$ cat src/rtl/mux_rr_sched_pkg.sv
// mux_rr_sched_pkg
// Shared constants, FSM state encoding and index helper for the round-robin
// mux scheduler (mux_rr_sched) and its pick sub-block (rr_pick).
//   N_REQ     : number of requesters / mux inputs
//   DW        : data width per block
//   SEL_W     : width of a requester index / mux select
//   MAX_BURST : longest run of consecutive beats to one requester when the
//               optional burst mode (MUX_RR_SCHED_BURST_EN) is compiled in
package mux_rr_sched_pkg;

    localparam int N_REQ     = 10;
    localparam int DW        = 8;
    localparam int SEL_W     = 4;
    localparam int MAX_BURST = 4;
    localparam int BURST_W   = 2;

    // IDLE: output slot empty. HOLD: slot full, waiting for out_ready.
    typedef enum logic [0:0] {
        IDLE = 1'b0,
        HOLD = 1'b1
    } state_e;

    // Next index in round-robin order, wrapping N_REQ-1 back to 0.
    // Anything at or beyond the last index also maps to 0 so an index can
    // never escape the legal range.
    function automatic logic [SEL_W-1:0] idx_wrap(input logic [SEL_W-1:0] i);
        if (i >= SEL_W'(N_REQ - 1)) begin
            return '0;
        end
        return i + SEL_W'(1);
    endfunction

endpackage

$ cat src/rtl/mux_rr_sched_rr_pick.sv
// rr_pick
// Combinational round-robin search. Starting one past the last-granted
// index, walks the request vector in circular order and reports the first
// requester found.
//   req   : per-requester request bits
//   ptr   : last-granted index (search starts at ptr+1)
//   found : at least one request is asserted
//   k     : index of the chosen requester (0 when nothing is found)
module rr_pick
    import mux_rr_sched_pkg::*;
(
    input  logic [N_REQ-1:0] req,
    input  logic [SEL_W-1:0] ptr,
    output logic             found,
    output logic [SEL_W-1:0] k
);

    logic [SEL_W-1:0] idx;

    // N_REQ steps cover every index exactly once, ending back on ptr itself,
    // so ptr is picked again only when nobody else is asking.
    always_comb begin
        found = 1'b0;
        k     = '0;
        idx   = ptr;
        for (int step = 0; step < N_REQ; step++) begin
            idx = idx_wrap(idx);
            if (!found && req[idx]) begin
                found = 1'b1;
                k     = idx;
            end
        end
    end

endmodule

$ cat src/rtl/mux_rr_sched.sv
// mux_rr_sched
// Round-robin scheduler sharing a 10-way 8-bit block mux among 10
// requesters. One requesting block is accepted per loadable cycle; its byte
// and select code are registered into a single-stage valid/ready slot.
//   clk       : clock, all state on rising edge
//   rst       : synchronous active-high reset
//   req       : per-requester request
//   req_data  : flattened block data, block i at [i*DW +: DW]
//   gnt       : one-hot combinational accept of the beat consumed this cycle
//   out_valid : slot holds a beat
//   out_ready : downstream accepts the beat
//   out_data  : registered selected byte
//   out_sel   : registered select of the beat in the slot
//   busy      : out_valid or any request pending
// Optional feature: define MUX_RR_SCHED_BURST_EN to let the last-granted
// requester keep the mux for up to MAX_BURST consecutive beats.
module mux_rr_sched
    import mux_rr_sched_pkg::*;
(
    input  logic                clk,
    input  logic                rst,
    input  logic [N_REQ-1:0]    req,
    input  logic [N_REQ*DW-1:0] req_data,
    output logic [N_REQ-1:0]    gnt,
    output logic                out_valid,
    input  logic                out_ready,
    output logic [DW-1:0]       out_data,
    output logic [SEL_W-1:0]    out_sel,
    output logic                busy
);

    state_e           state_q, state_d;
    logic [SEL_W-1:0] ptr_q, ptr_d;
    logic [DW-1:0]    out_data_q, out_data_d;
    logic [SEL_W-1:0] out_sel_q, out_sel_d;
    logic [N_REQ-1:0] gnt_d;

    logic             found;
    logic [SEL_W-1:0] k;
    logic             can_load;
    logic             sel_found;
    logic [SEL_W-1:0] sel_k;
    logic [DW-1:0]    sel_data;

`ifdef MUX_RR_SCHED_BURST_EN
    logic [BURST_W-1:0] burst_cnt_q, burst_cnt_d;
    logic               burst_hit;
`endif

    rr_pick u_pick (
        .req   (req),
        .ptr   (ptr_q),
        .found (found),
        .k     (k)
    );

    assign can_load = (state_q == IDLE) || out_ready;

    // Final choice of requester: in burst mode the current owner keeps the
    // mux while it still asks and has budget left, otherwise plain rotation.
    always_comb begin
`ifdef MUX_RR_SCHED_BURST_EN
        burst_hit = req[ptr_q] && (burst_cnt_q < BURST_W'(MAX_BURST - 1));
        sel_found = burst_hit || found;
        sel_k     = burst_hit ? ptr_q : k;
`else
        sel_found = found;
        sel_k     = k;
`endif
    end

    // Mux steering: pull the chosen block's byte out of the flattened bus.
    always_comb begin
        sel_data = '0;
        for (int i = 0; i < N_REQ; i++) begin
            if (sel_k == SEL_W'(i)) begin
                sel_data = req_data[i*DW +: DW];
            end
        end
    end

    // Accept and next-state logic. A grant is only issued when the slot can
    // take the beat, and never while reset is asserted.
    always_comb begin
        gnt_d      = '0;
        state_d    = state_q;
        ptr_d      = ptr_q;
        out_data_d = out_data_q;
        out_sel_d  = out_sel_q;
`ifdef MUX_RR_SCHED_BURST_EN
        burst_cnt_d = burst_cnt_q;
`endif
        if (can_load) begin
            if (sel_found) begin
                if (!rst) begin
                    gnt_d[sel_k] = 1'b1;
                end
                out_data_d = sel_data;
                out_sel_d  = sel_k;
                ptr_d      = sel_k;
                state_d    = HOLD;
`ifdef MUX_RR_SCHED_BURST_EN
                burst_cnt_d = burst_hit ? (burst_cnt_q + BURST_W'(1)) : '0;
`endif
            end else begin
                state_d = IDLE;
            end
        end
    end

    always_ff @(posedge clk) begin
        if (rst) begin
            state_q    <= IDLE;
            ptr_q      <= SEL_W'(N_REQ - 1);
            out_data_q <= '0;
            out_sel_q  <= '0;
`ifdef MUX_RR_SCHED_BURST_EN
            burst_cnt_q <= '0;
`endif
        end else begin
            state_q    <= state_d;
            ptr_q      <= ptr_d;
            out_data_q <= out_data_d;
            out_sel_q  <= out_sel_d;
`ifdef MUX_RR_SCHED_BURST_EN
            burst_cnt_q <= burst_cnt_d;
`endif
        end
    end

    assign gnt       = gnt_d;
    assign out_valid = (state_q == HOLD);
    assign out_data  = out_data_q;
    assign out_sel   = out_sel_q;
    assign busy      = out_valid | (|req);

endmodule

$ cat config.mk
export PLATFORM = sky130hd
export DESIGN_NAME = mux_rr_sched
export DESIGN_NICKNAME = d
export VERILOG_FILES = /design/src/rtl/mux_rr_sched_pkg.sv /design/src/rtl/mux_rr_sched_rr_pick.sv /design/src/rtl/mux_rr_sched.sv
export SDC_FILE = /design/constraint.sdc
export NUM_CORES = 1
export LEC_CHECK = 0
export ABC_AREA = 1
export CORE_ASPECT_RATIO = 1.5
export CORE_MARGIN = 10
export CORE_UTILIZATION = 50
export CTS_CLUSTER_SIZE = 12
export DETAILED_ROUTE_END_ITERATION = 6
export PLACE_DENSITY = 0.83
export SYNTH_ARGS = -nofsm -noshare
export SYNTH_HDL_FRONTEND = slang
export SYNTH_SLANG_ARGS = --single-unit
$ cat constraint.sdc
create_clock -name clk -period 17.36 [get_ports clk]
set_input_delay 5.208 -clock clk [delete_from_list [all_inputs] [get_ports clk]]
set_output_delay 5.208 -clock clk [all_outputs]
set_load 0.01 [all_outputs]
# After elaboration in Yosys (flattened, before gate mapping)
# Index checks and enable logic that the tools add are counted.
[word_totals]
register_bits = 17
in_bits = 93
word_cells = 156
[classes]
addsub = 10
order_cmp = 22
eq_ne = 9
n_mux = 86
bitwise_logic = 2
n_reduce_logical = 23
[ops]
columns = ["cell", "count"]
rows = [
  ["4-bit two-way mux", 30],
  ["8-bit two-way mux", 10],
  ["4-bit by 5-bit less-than comparator with 1-bit output (second input constant)", 11],
  ["4-bit by 1-bit adder with 4-bit output (second input constant)", 10],
  ["1-bit binary-select mux with 4-bit select", 10],
  ["4-bit >= comparator (second input constant)", 10],
  ["1-bit two-way mux", 32],
  ["10-bit two-way mux", 3],
  ["4-bit by 3-bit == test with 1-bit output (second input constant)", 4],
  ["1-bit logical AND", 10],
  ["10-bit OR reduction", 1],
  ["1-bit logical NOT", 9],
  ["4-bit by 2-bit == test with 1-bit output (second input constant)", 2],
  ["4-bit == test (second input constant)", 2],
  ["1-bit demux with 4-bit select", 1],
  ["4-bit by 1-bit == test with 1-bit output (second input constant)", 1],
  ["4-bit by 1-bit >= comparator with 1-bit output (second input constant)", 1],
  ["4-bit logical NOT", 1],
  ["2-bit AND reduction", 1],
  ["1-bit logical OR", 1],
  ["1-bit inverter", 1],
  ["1-bit OR", 1],
]

# Logic depth before layout (Yosys ltp)
# Gate-level depths: netlist (run 1).
[depth]
word_depth = 45
depth_mapped = 87
mapped_depth_nobuf = 80

# Modules after synthesis
# Synthesis (run 1) repeated with hierarchy kept, for this count alone.
[unflattened]
cells_unflattened = 722
hier_area_um2 = 4156.5
[by_module_without_submodules]
columns = ["mod", "instances", "cells_each", "area_per_inst_um2"]
rows = [
  ["rr_pick", 1, 472, 2826.5],
  ["mux_rr_sched", 1, 250, 1330.0],
]

# Worst setup path before layout (run 1)
# Ideal clock, no wire load.
[synth_timing]
path_kind = "flip-flop to output port"
start = "register ptr_q[0]"
end = "output port gnt[0]"
t_arrival_ps = 9153
path_slack_ps = 2999
stages_incl_launch_ff = 78
path_cell_list = "dfxtp_1 > inv_1 > ha_1 > nand2_1 > nand2_2 > nand2_1 > clkbuf_1 > inv_1 > ha_1 > nor2_1 > nand3_1 > nand2_2 > nand2_1 > buf_2 > ha_1 > inv_1 > nor2_1 > nand2_2 > [... 42 more ...] > nand2_2 > nand2_4 > nand2_4 > buf_6 > ha_1 > inv_1 > nor2_1 > nand2_2 > nand2_4 > nand2_2 > nand2_1 > nand3_2 > o21ai_4 > nand2_1 > a21oi_1 > buf_2 > nand2_1 > nor4_1"
[synth_between]
elab_chain_len = 41
elab_cells_between_ends = 106
classes_between = "add/sub: 10; order compare: 12; mux: 65; reduce/logical: 19"
[synth_rtl]
columns = ["item", "line", "text"]
rows = [
  ["from (decl)", "mux_rr_sched.sv:33", "logic [SEL_W-1:0] ptr_q, ptr_d;"],
  ["from (signal assigned)", "mux_rr_sched.sv:114", "ptr_q <= SEL_W'(N_REQ - 1);"],
  ["from (signal assigned)", "mux_rr_sched.sv:122", "ptr_q <= ptr_d;"],
  ["4-bit >= comparator", "mux_rr_sched_pkg.sv:27", "if (i >= SEL_W'(N_REQ - 1)) begin"],
  ["1-bit two-way mux", "mux_rr_sched_pkg.sv:27", ""],
  ["4-bit two-way mux (*)", "mux_rr_sched_pkg.sv:30", "return i + SEL_W'(1);"],
  ["4-bit >= comparator", "mux_rr_sched_pkg.sv:27", ""],
  ["1-bit two-way mux", "mux_rr_sched_pkg.sv:27", ""],
  ["4-bit two-way mux", "mux_rr_sched_pkg.sv:30", ""],
  ["4-bit >= comparator / 1-bit binary-select mux with 4-bit select (equally long branches)", "mux_rr_sched_pkg.sv:27, mux_rr_sched_rr_pick.sv:28", ""],
  ["1-bit two-way mux, on equally long branches", "mux_rr_sched_pkg.sv:27, mux_rr_sched_rr_pick.sv:28", ""],
  ["[... 25 more ...]", "-", ""],
  ["4-bit two-way mux", "mux_rr_sched_rr_pick.sv:28", "if (!found && req[idx]) begin"],
  ["4-bit by 5-bit less-than comparator with 1-bit output (implied by the code) / 4-bit by 1-bit >= comparator with 1-bit output (equally long branches)", "mux_rr_sched.sv:96", "gnt_d[sel_k] = 1'b1;"],
  ["1-bit logical AND (implied by the code)", "mux_rr_sched.sv:96", ""],
  ["1-bit two-way mux (implied by the code)", "mux_rr_sched.sv:96", ""],
  ["1-bit demux with 4-bit select", "mux_rr_sched.sv:96", ""],
  ["10-bit two-way mux", "mux_rr_sched.sv:95", "if (!rst) begin"],
  ["10-bit two-way mux (*)", "mux_rr_sched.sv:94", "if (sel_found) begin"],
  ["10-bit two-way mux (*)", "mux_rr_sched.sv:93", "if (can_load) begin"],
  ["to (decl)", "mux_rr_sched.sv:24", "output logic [N_REQ-1:0] gnt,"],
]
# Every way passes the cells marked *; elsewhere a longest branch is shown, timed or not. The select of a mux whose other input is x is not followed.

# Worst setup path in the final report (run 1)
[layout_timing]
start = "register ptr_q[1]"
end = "output port gnt[6]"
# The elaborated chain is that of the path after synthesis.

==> flow_metrics.py, run 1 <==
metrics = {
    "placed_design": {
        "placed_wire_length_estimate_after_detailed_placement_um": 12900,
        "gpl.final_weighted_congestion": 0.9694,
        "pre_cts_ws_ps": 947.7,
        "placed_cells": 952,
        "buffer_ports.inserted": 116,
    },
    "setup_path": {
        "timing.critical_path.fanout_max": 15,
        "critical-path-slowest-cell": "sky130_fd_sc_hd__clkdlybuf4s50_1",
        "critical_path.endpoint_type": "output pin",
        "crit_arrival_ps": 11020,
        "r2r_setup_slack_ps": 6590,
        "crit_required_ps": 12150,
        "cell_with_the_most_instances_on_the_worst_path": "sky130_fd_sc_hd__nand2_2",
        "slowest_delay_ps": 580,
        "cp.buffers_inverters": 14,
        "path_delay_family": "simple AND/OR/NAND/NOR gates",
        "critical_path_class": "flop to output pin",
        "setup.worst_path.start_class": "flop",
    },
    "drt": {
        "dr.first_iter.drc_count": 385,
        "wl_um": 15830,
        "total_number_of_vias": 5366,
        "dr.pass1.iters": 5,
        "avgViaCountPerCell": 5.607,
        "routed_length_per_placed_instance_um": 16.54,
        "route.antenna.remaining_nets": 0,
        "drt_drc_violations_left": 0,
    },
    "sta": {
        "hold_viol": 0,
        "relSlewSlack_pct": 53.62,
        "drv_slew": 0,
        "rsz0062_at_grt": "false",
        "fin_worst_skew_ps": 0.9676,
        "final_critical_path_setup_slack_ps": 1137,
        "setup_violations": 0,
        "worst-slew-pin-transition_ps": 693.5,
        "setup_tns_ps": 0,
        "hold_slack_ps": 465.2,
        "final_period_minus_worst_setup_slack_ps": 16220,
        "max_frequency_mhz": 61.64,
        "final_min_period_over_clock_period_pct": 93.45,
    },
    "cts": {
        "ctsRootBufferMaster": "sky130_fd_sc_hd__clkbuf_16",
        "clkTransAtPathRegs_ps": 50,
        "clock_latency_ps": 240,
        "cts_num_sinks": 15,
        "cts.htree.levels": 1,
        "cts_made_buffers": 3,
        "clock_tree_from_tritoncts": "done",
        "clockBufferDepth": 2,
    },
    "synth": {
        "synth_enable_flop_cells": 0,
        "synth.net_count": 874,
        "netlist_top_cells_count": "183 x sky130_fd_sc_hd__nand2_1, 92 x sky130_fd_sc_hd__nand3_1, 89 x sky130_fd_sc_hd__inv_1, 83 x sky130_fd_sc_hd__nor2_1, 42 x sky130_fd_sc_hd__a21oi_1",
        "post_synth_inst_count": 751,
        "synth_top_area_cell": "sky130_fd_sc_hd__nand2_1",
        "synthDominantCellAreaShare_pct": 16.53,
        "synthFlopType": "sky130_fd_sc_hd__dfxtp_1",
        "synth.yosys.warnings": 0,
        "postSynthAreaPerCell_sq_um": 5.533,
        "synth_cell_type_count": 43,
        "synth_area_leaders": "sky130_fd_sc_hd__nand2_1 17%, sky130_fd_sc_hd__nand3_1 11%, sky130_fd_sc_hd__ha_1 9.0%",
        "synth.most_common_cell": "sky130_fd_sc_hd__nand2_1",
        "synth_sequential_area_ratio_pct": 7.227,
        "synth.ff_latch_count": 15,
        "synth.cell_area_sq_um": 4155,
        "synth-async-reset-ratio_pct": 0,
    },
    "cells_and_area": {
        "layout.cells.non_filler": 957,
        "drive_above_1_share_pct": 10.45,
        "fill_cells": 791,
        "diodes": 0,
        "syn2layout_area_growth_pct": 31.59,
        "finalNetCount": 976,
    },
    "floorplan": {
        "die-width_um": 94.44,
        "core_sq_um": 8058,
        "design.die.area_sq_um": 12430,
        "rows": 40,
        "die_y_um": 131.7,
        "initial_core_util_pct": 51.57,
        "io_pins": 117,
    },
    "grt": {
        "total_global_routing_track_utilization_pct": 24.05,
        "antenna_found_initial": 0,
        "grt_max_degree": 19,
        "grt_pass1_wl_um": 24950,
        "vias_in_the_first_global_route": 5306,
        "grt-ovfl-total": 0,
    },
    "outcome": {
        "run_status": "complete, no violations",
    },
    "job": {
        "cap_viol_max_count": 0,
    },
    "hold_path": {
        "worst_hold_path_type": "flop to flop",
    },
}
final cells by class:
| cell class | instances | area, sq um | share of cell area (%) |
|---|---|---|---|
| multi-input cells | 608 | 3383 | 61.88 |
| repair buffers | 117 | 1169 | 21.37 |
| clock buffers | 4 | 78.83 | 1.442 |
| inverters | 108 | 405.4 | 7.414 |
| well taps | 105 | 131.4 | 2.403 |
| flip-flops and latches | 15 | 300.3 | 5.492 |
state kept, by name, indices dropped and copies added (netlist names):
register	flops
ptr_q	4
out_valid	1
out_sel	2
out_data	8
cells in the final DEF, fill, tap and decap left out, types with 11 or more instances in the layout:
cell type and instances:
sky130_fd_sc_hd__inv_1 89, sky130_fd_sc_hd__nand2_4 12, sky130_fd_sc_hd__nor2_1 83, sky130_fd_sc_hd__nand2_1 180
sky130_fd_sc_hd__inv_2 17, sky130_fd_sc_hd__a21oi_1 41, sky130_fd_sc_hd__nor3_1 11, sky130_fd_sc_hd__o211ai_1 18
sky130_fd_sc_hd__dfxtp_1 15, sky130_fd_sc_hd__clkdlybuf4s50_1 116, sky130_fd_sc_hd__nand2_2 32, sky130_fd_sc_hd__o21ai_0 30
sky130_fd_sc_hd__nand3_1 92, sky130_fd_sc_hd__nand4_1 18, sky130_fd_sc_hd__ha_1 30
final timing paths:
path	startpoint	depth (start not counted)	end
setup reg to reg	ptr_q[1]	74	out_data[4]
setup / recovery	ptr_q[1]	73	gnt[6]
hold reg to reg	out_sel[3]	2	out_sel[3]
hold / removal	out_sel[3]	2	out_sel[3]
cell families after synthesis:
kind of cell	count (synthesis)	share of synthesized area (%)
compound gates	115	17.34
fa+ha+maj	30	9.033
buf+inv	128	12.20
flops	15	7.227
simple gates	463	54.20
through the flow:
step / utilization, % / area (sq um)
after floorplan: - / 4155
after global placement: 66.35 / 5346
after CTS: 67.33 / 5425
final: 67.86 / 5468
after global routing: 67.86 / 5468
after detailed placement: 66.35 / 5346
worst min-delay path, delay by kind of cell, from the launching register on:
kind | cells | cell delay (ps)
flops | 1 | 310
simple gates | 1 | 60
compound gates | 1 | 50
layer usage:
metal | routed length, um | track usage, % | vias up
met3 | 1851 | 10.89 | 52
met2 | 7488 | 41.37 | 280
li1 | - | - | 2677
met5 | 0 | 0 | -
met4 | 705 | 10.93 | 0
met1 | 5783 | 23.62 | 2357
what timing repair did:
item                                    in CTS  in global routing
hold buffers                                 0                  0
endpoints found under the setup margin       0                 10
hold endpoints to repair                     0                  0
buffers inserted                             0                  1
resized for setup                            0                  8
Power of run 1 is left out: the tool's default activity adds up to more than one toggle a clock period on the data nets, which glitch-free logic cannot reach.
==> run 2: changes to the inputs <==
--- a/config.mk
+++ b/config.mk
@@ -9,6 +9,7 @@
 export CORE_ASPECT_RATIO = 1.5
 export CORE_MARGIN = 10
 export CORE_UTILIZATION = 50
+export CTS_CLUSTER_DIAMETER = 200
 export CTS_CLUSTER_SIZE = 12
 export DETAILED_ROUTE_END_ITERATION = 6
 export PLACE_DENSITY = 0.83
==> results of run 2 <==
The final DEF is identical to that of run 1; final timing and power are the same.
Power of run 2 is left out for the same reason.
==> run 3: changes to the inputs <==
--- a/config.mk
+++ b/config.mk
@@ -9,7 +9,7 @@
 export CORE_ASPECT_RATIO = 1.5
 export CORE_MARGIN = 10
 export CORE_UTILIZATION = 50
-export CTS_CLUSTER_DIAMETER = 200
+export CTS_CLUSTER_DIAMETER = 30
 export CTS_CLUSTER_SIZE = 12
 export DETAILED_ROUTE_END_ITERATION = 6
 export PLACE_DENSITY = 0.83
==> results of run 3 <==
The final DEF is identical to that of run 1; final timing and power are the same.
Power of run 3 is left out for the same reason.
